`src/rtl/usb_hid_pkg.sv`:
```
// -----------------------------------------------------------------------------
// usb_hid_pkg
// Shared types and constants for the HID boot-keyboard event path.
//   hid_evt_t   : one key event, {press, key}
//   kbd_state_t : scan FSM states of hid_kbd_event_decoder
//   is_rollover : true when all six keycode slots report ErrorRollOver
// -----------------------------------------------------------------------------
package usb_hid_pkg;

    typedef struct packed {
        logic       press;
        logic [7:0] key;
    } hid_evt_t;

    typedef enum logic [1:0] {
        ST_IDLE = 2'd0,
        ST_MOD  = 2'd1,
        ST_REL  = 2'd2,
        ST_PRS  = 2'd3
    } kbd_state_t;

    localparam int         REPORT_W         = 64;
    localparam int         KEY_SLOT_LSB     = 16;   // byte 2 is the first keycode
    localparam int         NUM_KEY_SLOTS    = 6;
    localparam int         NUM_MOD_BITS     = 8;
    localparam logic [7:0] KEY_ERR_ROLLOVER = 8'h01;
    localparam logic [7:0] KEY_FIRST_VALID  = 8'h04;
    localparam logic [7:0] MOD_KEY_BASE     = 8'hE0;

    function automatic logic is_rollover(input logic [REPORT_W-1:0] report);
        logic all_err;
        all_err = 1'b1;
        for (int i = 0; i < NUM_KEY_SLOTS; i++) begin
            if (report[KEY_SLOT_LSB + 8*i +: 8] != KEY_ERR_ROLLOVER) begin
                all_err = 1'b0;
            end
        end
        return all_err;
    endfunction

endpackage

```
`src/rtl/hid_evt_fifo.sv`:
```
// -----------------------------------------------------------------------------
// hid_evt_fifo
// Synchronous first-word-fall-through FIFO of hid_evt_t.
//   clk, rst   : clock, asynchronous active-high reset (empties the FIFO)
//   push       : write push_data; accepted when not full, or when full and a
//                pop is accepted in the same cycle
//   full       : no free entry (before considering a same-cycle pop)
//   pop        : consume head; ignored while empty
//   empty      : no entry available
//   head       : head entry, forced to zero while empty
// -----------------------------------------------------------------------------
module hid_evt_fifo
    import usb_hid_pkg::*;
#(
    parameter int DEPTH = 16
) (
    input  logic     clk,
    input  logic     rst,
    input  logic     push,
    input  hid_evt_t push_data,
    output logic     full,
    input  logic     pop,
    output logic     empty,
    output hid_evt_t head
);

    localparam int AW = $clog2(DEPTH);

    // Pointers carry one extra wrap bit to tell full from empty.
    logic [AW:0] wr_ptr_reg;
    logic [AW:0] rd_ptr_reg;
    hid_evt_t    mem_reg [DEPTH];

    logic do_push;
    logic do_pop;

    assign empty   = (wr_ptr_reg == rd_ptr_reg);
    assign full    = (wr_ptr_reg[AW] != rd_ptr_reg[AW]) &&
                     (wr_ptr_reg[AW-1:0] == rd_ptr_reg[AW-1:0]);
    assign do_pop  = pop && !empty;
    assign do_push = push && (!full || do_pop);

    always_ff @(posedge clk or posedge rst) begin
        if (rst) begin
            wr_ptr_reg <= '0;
            rd_ptr_reg <= '0;
        end else begin
            if (do_push) begin
                wr_ptr_reg <= wr_ptr_reg + 1'b1;
            end
            if (do_pop) begin
                rd_ptr_reg <= rd_ptr_reg + 1'b1;
            end
        end
    end

    // Storage needs no reset: entries are only observed between push and pop.
    always_ff @(posedge clk) begin
        if (do_push) begin
            mem_reg[wr_ptr_reg[AW-1:0]] <= push_data;
        end
    end

    assign head = empty ? hid_evt_t'('0) : mem_reg[rd_ptr_reg[AW-1:0]];

endmodule

```
`src/rtl/hid_kbd_event_decoder.sv`:
```
// -----------------------------------------------------------------------------
// hid_kbd_event_decoder
// Turns successive HID boot-keyboard reports into discrete press/release
// events by diffing each accepted report against the previous one.
//   clk, rst        : clock, asynchronous active-high reset
//   report_i        : 64-bit boot report (byte0 modifier, byte1 reserved,
//                     bytes 2..7 keycodes)
//   report_valid_i  : one-cycle strobe qualifying report_i
//   evt_valid_o     : event available at FIFO head
//   evt_press_o     : 1 = press, 0 = release
//   evt_key_o       : HID usage (modifier bit b -> 8'hE0+b)
//   evt_ready_i     : consumer accepts head when evt_valid_o && evt_ready_i
//   busy_o          : scan in progress or report pending
//   drop_cnt_o      : saturating count of overwritten pending reports
// Scan order: 8 modifier bits, 6 release slots, 6 press slots; one item per
// cycle, an item that must push while the FIFO is full holds and retries.
// -----------------------------------------------------------------------------
module hid_kbd_event_decoder
    import usb_hid_pkg::*;
#(
    parameter int FIFO_DEPTH = 16,
    parameter int DROP_CNT_W = 8
) (
    input  logic                  clk,
    input  logic                  rst,
    input  logic [63:0]           report_i,
    input  logic                  report_valid_i,
    output logic                  evt_valid_o,
    output logic                  evt_press_o,
    output logic [7:0]            evt_key_o,
    input  logic                  evt_ready_i,
    output logic                  busy_o,
    output logic [DROP_CNT_W-1:0] drop_cnt_o
);

    kbd_state_t            state_reg,       state_next;
    logic [2:0]            idx_reg,         idx_next;
    logic [63:0]           cur_report_reg,  cur_report_next;
    logic [63:0]           prev_report_reg, prev_report_next;
    logic                  pend_valid_reg,  pend_valid_next;
    logic [63:0]           pend_report_reg, pend_report_next;
    logic [DROP_CNT_W-1:0] drop_cnt_reg,    drop_cnt_next;

    logic [63:0] sel_report;
    logic        push_req;
    hid_evt_t    push_evt;
    logic        push_ok;

    logic     fifo_full;
    logic     fifo_empty;
    hid_evt_t fifo_head;

    // ---------------------------------------------------------------------
    // Slot views and membership tests for the key under examination.
    // ---------------------------------------------------------------------
    logic [NUM_KEY_SLOTS-1:0][7:0] cur_slot;
    logic [NUM_KEY_SLOTS-1:0][7:0] prev_slot;
    logic [NUM_KEY_SLOTS-1:0]      hit_cur;
    logic [NUM_KEY_SLOTS-1:0]      hit_prev;
    logic [2:0]                    slot_idx;
    logic [7:0]                    scan_key;
    logic [7:0]                    cur_mod;
    logic [7:0]                    prev_mod;

    // idx runs to 7 during MOD; clamp so the slot mux never leaves range.
    assign slot_idx = (idx_reg < 3'd6) ? idx_reg : 3'd5;
    assign scan_key = (state_reg == ST_REL) ? prev_slot[slot_idx] : cur_slot[slot_idx];
    assign cur_mod  = cur_report_reg[7:0];
    assign prev_mod = prev_report_reg[7:0];

    genvar gi;
    generate
        for (gi = 0; gi < NUM_KEY_SLOTS; gi++) begin : g_slot
            assign cur_slot[gi]  = cur_report_reg[KEY_SLOT_LSB + 8*gi +: 8];
            assign prev_slot[gi] = prev_report_reg[KEY_SLOT_LSB + 8*gi +: 8];
            assign hit_cur[gi]   = (cur_slot[gi] == scan_key);
            assign hit_prev[gi]  = (prev_slot[gi] == scan_key);
        end
    endgenerate

    // A same-cycle pop always frees room for a push into a full FIFO.
    assign push_ok = !fifo_full || evt_ready_i;

    // ---------------------------------------------------------------------
    // Next-state logic
    // ---------------------------------------------------------------------
    always_comb begin
        state_next       = state_reg;
        idx_next         = idx_reg;
        cur_report_next  = cur_report_reg;
        prev_report_next = prev_report_reg;
        pend_valid_next  = pend_valid_reg;
        pend_report_next = pend_report_reg;
        drop_cnt_next    = drop_cnt_reg;
        sel_report       = pend_valid_reg ? pend_report_reg : report_i;
        push_req         = 1'b0;
        push_evt         = '0;

        case (state_reg)
            ST_IDLE: begin
                if (pend_valid_reg || report_valid_i) begin
                    pend_valid_next = 1'b0;
                    // ErrorRollOver reports are discarded without touching prev.
                    if (!is_rollover(sel_report)) begin
                        cur_report_next = sel_report;
                        state_next      = ST_MOD;
                        idx_next        = 3'd0;
                    end
                end
            end

            ST_MOD: begin
                push_req       = cur_mod[idx_reg] ^ prev_mod[idx_reg];
                push_evt.press = cur_mod[idx_reg];
                push_evt.key   = MOD_KEY_BASE + {5'd0, idx_reg};
                if (!push_req || push_ok) begin
                    if (idx_reg == 3'd7) begin
                        state_next = ST_REL;
                        idx_next   = 3'd0;
                    end else begin
                        idx_next = idx_reg + 3'd1;
                    end
                end
            end

            ST_REL: begin
                push_req       = (scan_key >= KEY_FIRST_VALID) && !(|hit_cur);
                push_evt.press = 1'b0;
                push_evt.key   = scan_key;
                if (!push_req || push_ok) begin
                    if (idx_reg == 3'd5) begin
                        state_next = ST_PRS;
                        idx_next   = 3'd0;
                    end else begin
                        idx_next = idx_reg + 3'd1;
                    end
                end
            end

            ST_PRS: begin
                push_req       = (scan_key >= KEY_FIRST_VALID) && !(|hit_prev);
                push_evt.press = 1'b1;
                push_evt.key   = scan_key;
                if (!push_req || push_ok) begin
                    if (idx_reg == 3'd5) begin
                        state_next       = ST_IDLE;
                        idx_next         = 3'd0;
                        prev_report_next = cur_report_reg;
                    end else begin
                        idx_next = idx_reg + 3'd1;
                    end
                end
            end

            default: begin
                state_next = ST_IDLE;
                idx_next   = 3'd0;
            end
        endcase

        // A strobe that cannot be latched directly goes to the pending slot.
        // In IDLE the old pending is being consumed, so that is not a drop.
        if (report_valid_i && ((state_reg != ST_IDLE) || pend_valid_reg)) begin
            pend_report_next = report_i;
            pend_valid_next  = 1'b1;
            if ((state_reg != ST_IDLE) && pend_valid_reg &&
                (drop_cnt_reg != {DROP_CNT_W{1'b1}})) begin
                drop_cnt_next = drop_cnt_reg + 1'b1;
            end
        end
    end

    always_ff @(posedge clk or posedge rst) begin
        if (rst) begin
            state_reg       <= ST_IDLE;
            idx_reg         <= 3'd0;
            cur_report_reg  <= '0;
            prev_report_reg <= '0;
            pend_valid_reg  <= 1'b0;
            pend_report_reg <= '0;
            drop_cnt_reg    <= '0;
        end else begin
            state_reg       <= state_next;
            idx_reg         <= idx_next;
            cur_report_reg  <= cur_report_next;
            prev_report_reg <= prev_report_next;
            pend_valid_reg  <= pend_valid_next;
            pend_report_reg <= pend_report_next;
            drop_cnt_reg    <= drop_cnt_next;
        end
    end

    // ---------------------------------------------------------------------
    // Event FIFO
    // ---------------------------------------------------------------------
    hid_evt_fifo #(
        .DEPTH (FIFO_DEPTH)
    ) u_fifo (
        .clk       (clk),
        .rst       (rst),
        .push      (push_req),
        .push_data (push_evt),
        .full      (fifo_full),
        .pop       (evt_ready_i),
        .empty     (fifo_empty),
        .head      (fifo_head)
    );

    assign evt_valid_o = !fifo_empty;
    assign evt_press_o = fifo_head.press;
    assign evt_key_o   = fifo_head.key;
    assign busy_o      = (state_reg != ST_IDLE) || pend_valid_reg;
    assign drop_cnt_o  = drop_cnt_reg;

endmodule

```
`config.mk`:
```
export PLATFORM = sky130hd
export DESIGN_NAME = hid_kbd_event_decoder
export DESIGN_NICKNAME = d
export VERILOG_FILES = /design/src/rtl/usb_hid_pkg.sv /design/src/rtl/hid_evt_fifo.sv /design/src/rtl/hid_kbd_event_decoder.sv
export SDC_FILE = /design/constraint.sdc
export NUM_CORES = 1
export LEC_CHECK = 0
export CAP_MARGIN = 20
export CORE_AREA = 3 3 176 178
export CTS_CLUSTER_SIZE = 25
export DETAILED_ROUTE_END_ITERATION = 10
export DIE_AREA = 0 0 179 181
export PLACE_DENSITY = 0.74
export SLEW_MARGIN = 0
export SYNTH_ARGS = -nofsm -noshare
export SYNTH_HDL_FRONTEND = slang
export SYNTH_SLANG_ARGS = --single-unit
```
`constraint.sdc`:
```
create_clock -name clk -period 13 [get_ports clk]
set_clock_uncertainty 0.15 [all_clocks]
set_input_delay 1.95 -clock clk [delete_from_list [all_inputs] [get_ports clk]]
set_output_delay 1.95 -clock clk [all_outputs]
set_load 0.01 [all_outputs]
```
==> results.yml <==
floorplan:
  coreArea_um2: 29560
  core.rowCount: 63
  start_util_pct: 55.42
  die_area_um2: 32400
  die-height_um: 181
  die_w_um: 179
  io_pins: 87
routing:
  totalWireLength_mm: 38.78
  antenna_left: 0
  wl_per_cell_um: 22.92
  vias: 10350
  via_per_inst: 6.114
  dr.pass1.iters: 5
  drtIter0Drc: 830
  drc: 0
synthesis:
  synth_top_area_cell: "dfrtp_1"
  yosys-top-cells-area: "dfrtp_1 (29%), edfxtp_1 (26%), mux4_2 (6.7%)"
  synth_seq_area_share_pct: 55.73
  synth_top_area_share_pct: 29.33
  synth_ff_type: "dfrtp_1"
  yosys_warnings: 0
  yosys_register_bits: 336
  synth_top_cells_by_count: "dfrtp_1 (192), edfxtp_1 (144), mux2i_1 (91)"
  synth.distinct_cells: 63
  synth_most_common_cell: "dfrtp_1"
  synth-edff-count: 144
  async_reset_ff_share_pct: 57.14
  syn_avg_cell_area_um2: 13.64
  syn_inst: 1201
  syn_area_um2: 16380
  syn_nets: 1282
placement:
  place_ws_ns: 7.661
  io_buffers: 78
  dpl.hpwl_mm: 25.56
  gp_congestion: 0.8664
global_routing:
  busiest_layer: "met2"
  met3_usage_pct: 4.119
  grt_usage_pct: 24.35
  antenna_found_initial: 0
  grt_max_degree: 124
  use_met2_pct: 38.55
  grt_pass1_vias: 10460
  grt_pass1_wl_mm: 60.46
  grt_overflow_total: 0
  use_met1_pct: 34.66
sta:
  fmax_mhz: 184.5
  worst_pin_slew_ns: 1.128
  min_period_over_period_pct: 41.70
  hold_viol_final: 0
  period_needed_ns: 5.421
  setup_slack_ns: 7.579
  hold_slack_ns: 0.3373
  setup_viol: 0
  grt_setup_unrepaired: "false"
  timing.final.max_slew_violations: 0
  finalSetupTns_ns: 0
  slew_headroom_pct: 24.78
worst_hold_path:
  hold_path.class: "flip-flop to flip-flop"
  hold_path_end: "prev_report_reg[2]"
  hp-start: "prev_report_reg[2]"
  min_delay_path_depth: 1
critical_path:
  crit_path_frequent_cell: "mux4_2"
  cp.arrival_ns: 3.32
  r2r_cells: 14
  worst_setup_path_end_kind: "output pin"
  cp.required_ns: 10.90
  r2r-start: "state_reg[0]"
  cpPeakStageDelay_ns: 0.62
  ff2ff_setup_slack_ns: 7.64
  cp_slowest_cell: "mux4_2"
  r2r_end: "u_fifo.mem_reg[14][4]"
  cp_cell_sequence: "buf_4 > mux4_2 > mux4_2 > nor2b_1 > clkdlybuf4s50_1"
  crit_type: "flip-flop to output pin"
  startpoint_type: "flip-flop"
  crit_fanout: 40
layout:
  multi_input_area_um2: 6895
  fin_nets: 1357
  fin_util_pct: 63.70
  layout.filler_cells: 2222
  areaGrowthSynthToFinish_pct: 14.96
  layout-drive-gt1-share_pct: 19.82
  seqCellArea_um2: 9135
  diodes: 0
  largest_register_ffs: 144
clocking:
  cts_tree: "yes"
  ctsLongestPathBuffers: 3
  cts_hold_buf: 0
  postCtsSetupBuffers: 0
  clk_transition_reported_paths_ns: 0.06
  clk_latency_ns: 0.51
  cts-root-buf: "clkbuf_16"
  cts_resized: 0
  htree_num_levels: 2
  cts_sinks: 336
  cts_buffers: 36
flow_run:
  cap_violations: 0
outcome:
  outcome: "finished, final reports clean"
power_and_ir_drop:
  power_density_nw_per_um2: 278.2
  total_power_w: 0.005239
  power.leakage_nw: 7.363
  ir_drop_uv: 133.5
## critical path, delay by kind of cell (launching register included)
family	cells	cell delay (ns)
mux	2	1.15
buf+inv	2	1.12
flops	1	0.33
simple gates	1	0.16
## layer usage
metal	wire [µm]	share of wire (%)
met1	16570	43
met2	18570	48
met3	2330	6.0
met4	1302	3.4
met5	0	0
## worst max-delay path by stage
| stage | to | slack, ns | cells after the start | from |
|---|---|---|---|---|
| global route | evt_key_o[5] | 7.39 | 6 | u_fifo.rd_ptr_reg[0] |
| global placement | u_fifo.mem_reg[12][6] | 7.56 | 13 | state_reg[0] |
| finish | evt_key_o[0] | 7.58 | 5 | u_fifo.rd_ptr_reg[0] |
| CTS | evt_key_o[0] | 7.52 | 5 | u_fifo.rd_ptr_reg[0] |
| floorplan | cur_report_reg[0] | 5.67 | 1 | rst |
| detailed placement | u_fifo.mem_reg[12][6] | 7.66 | 14 | state_reg[0] |
## area by class of cell
| cell class | count | share of cell area, % |
|---|---|---|
| sequential | 336 | 48.51 |
| multi-input combinational | 779 | 36.62 |
| clock buffer | 53 | 5.767 |
| timing repair buffer | 110 | 5.502 |
| tap | 390 | 2.591 |
| clock inverter | 11 | 0.7110 |
| inverter | 13 | 0.2990 |
## cell families (layout without fill, tap and decap cells)
family | after synthesis | count (layout) | synth area share (%)
fa+ha+maj | 13 | 13 | 0.9930
simple gates | 247 | 247 | 8.631
mux | 261 | 261 | 20.62
buf+inv | 86 | 187 | 2.521
compound gates | 150 | 150 | 5.736
flops | 336 | 336 | 55.73
xor+xnor | 108 | 108 | 5.775
## power by group
part	switching (W)	leakage, nW	internal (W)
clock network	0.000410	0.603	0.000638
logic	0.00125	3.13	0.00108
registers	0.000340	3.63	0.00152
total	0.00200	7.36	0.00324
## cells in the final DEF (no fill, tap or decap), types with 6 or more instances in the layout
master | netlist | layout
o21ai_0 | 16 | 16
mux2i_1 | 91 | 91
ha_1 | 13 | 13
xnor2_1 | 77 | 77
nand2_1 | 21 | 20
nor4_1 | 12 | 9
nand4_1 | 24 | 24
nand3_1 | 12 | 12
buf_4 | 4 | 29
clkdlybuf4s50_1 | 0 | 78
dfrtp_1 | 192 | 189
or3_1 | 11 | 11
inv_1 | 13 | 12
a21oi_1 | 79 | 79
mux2_2 | 78 | 78
xor2_1 | 31 | 31
edfxtp_1 | 144 | 144
nor3_1 | 18 | 12
nor4b_1 | 9 | 9
mux2_1 | 43 | 43
nor3_2 | 0 | 6
clkbuf_1 | 41 | 6
nor2_1 | 81 | 81
clkbuf_16 | 0 | 37
o221ai_1 | 6 | 6
nor2b_1 | 13 | 13
or3b_2 | 6 | 6
and3_1 | 6 | 6
or3b_1 | 6 | 6
clkbuf_8 | 0 | 10
mux4_2 | 49 | 49
o22ai_1 | 13 | 13
## per-stage QoR
stage,cells,area [µm²]
finish,1692,18830
global route,1692,18830
CTS,1688,18790
detailed placement,1624,17570
global placement,1623,17560
floorplan,1201,16380
(Power assumes the default switching activity.)
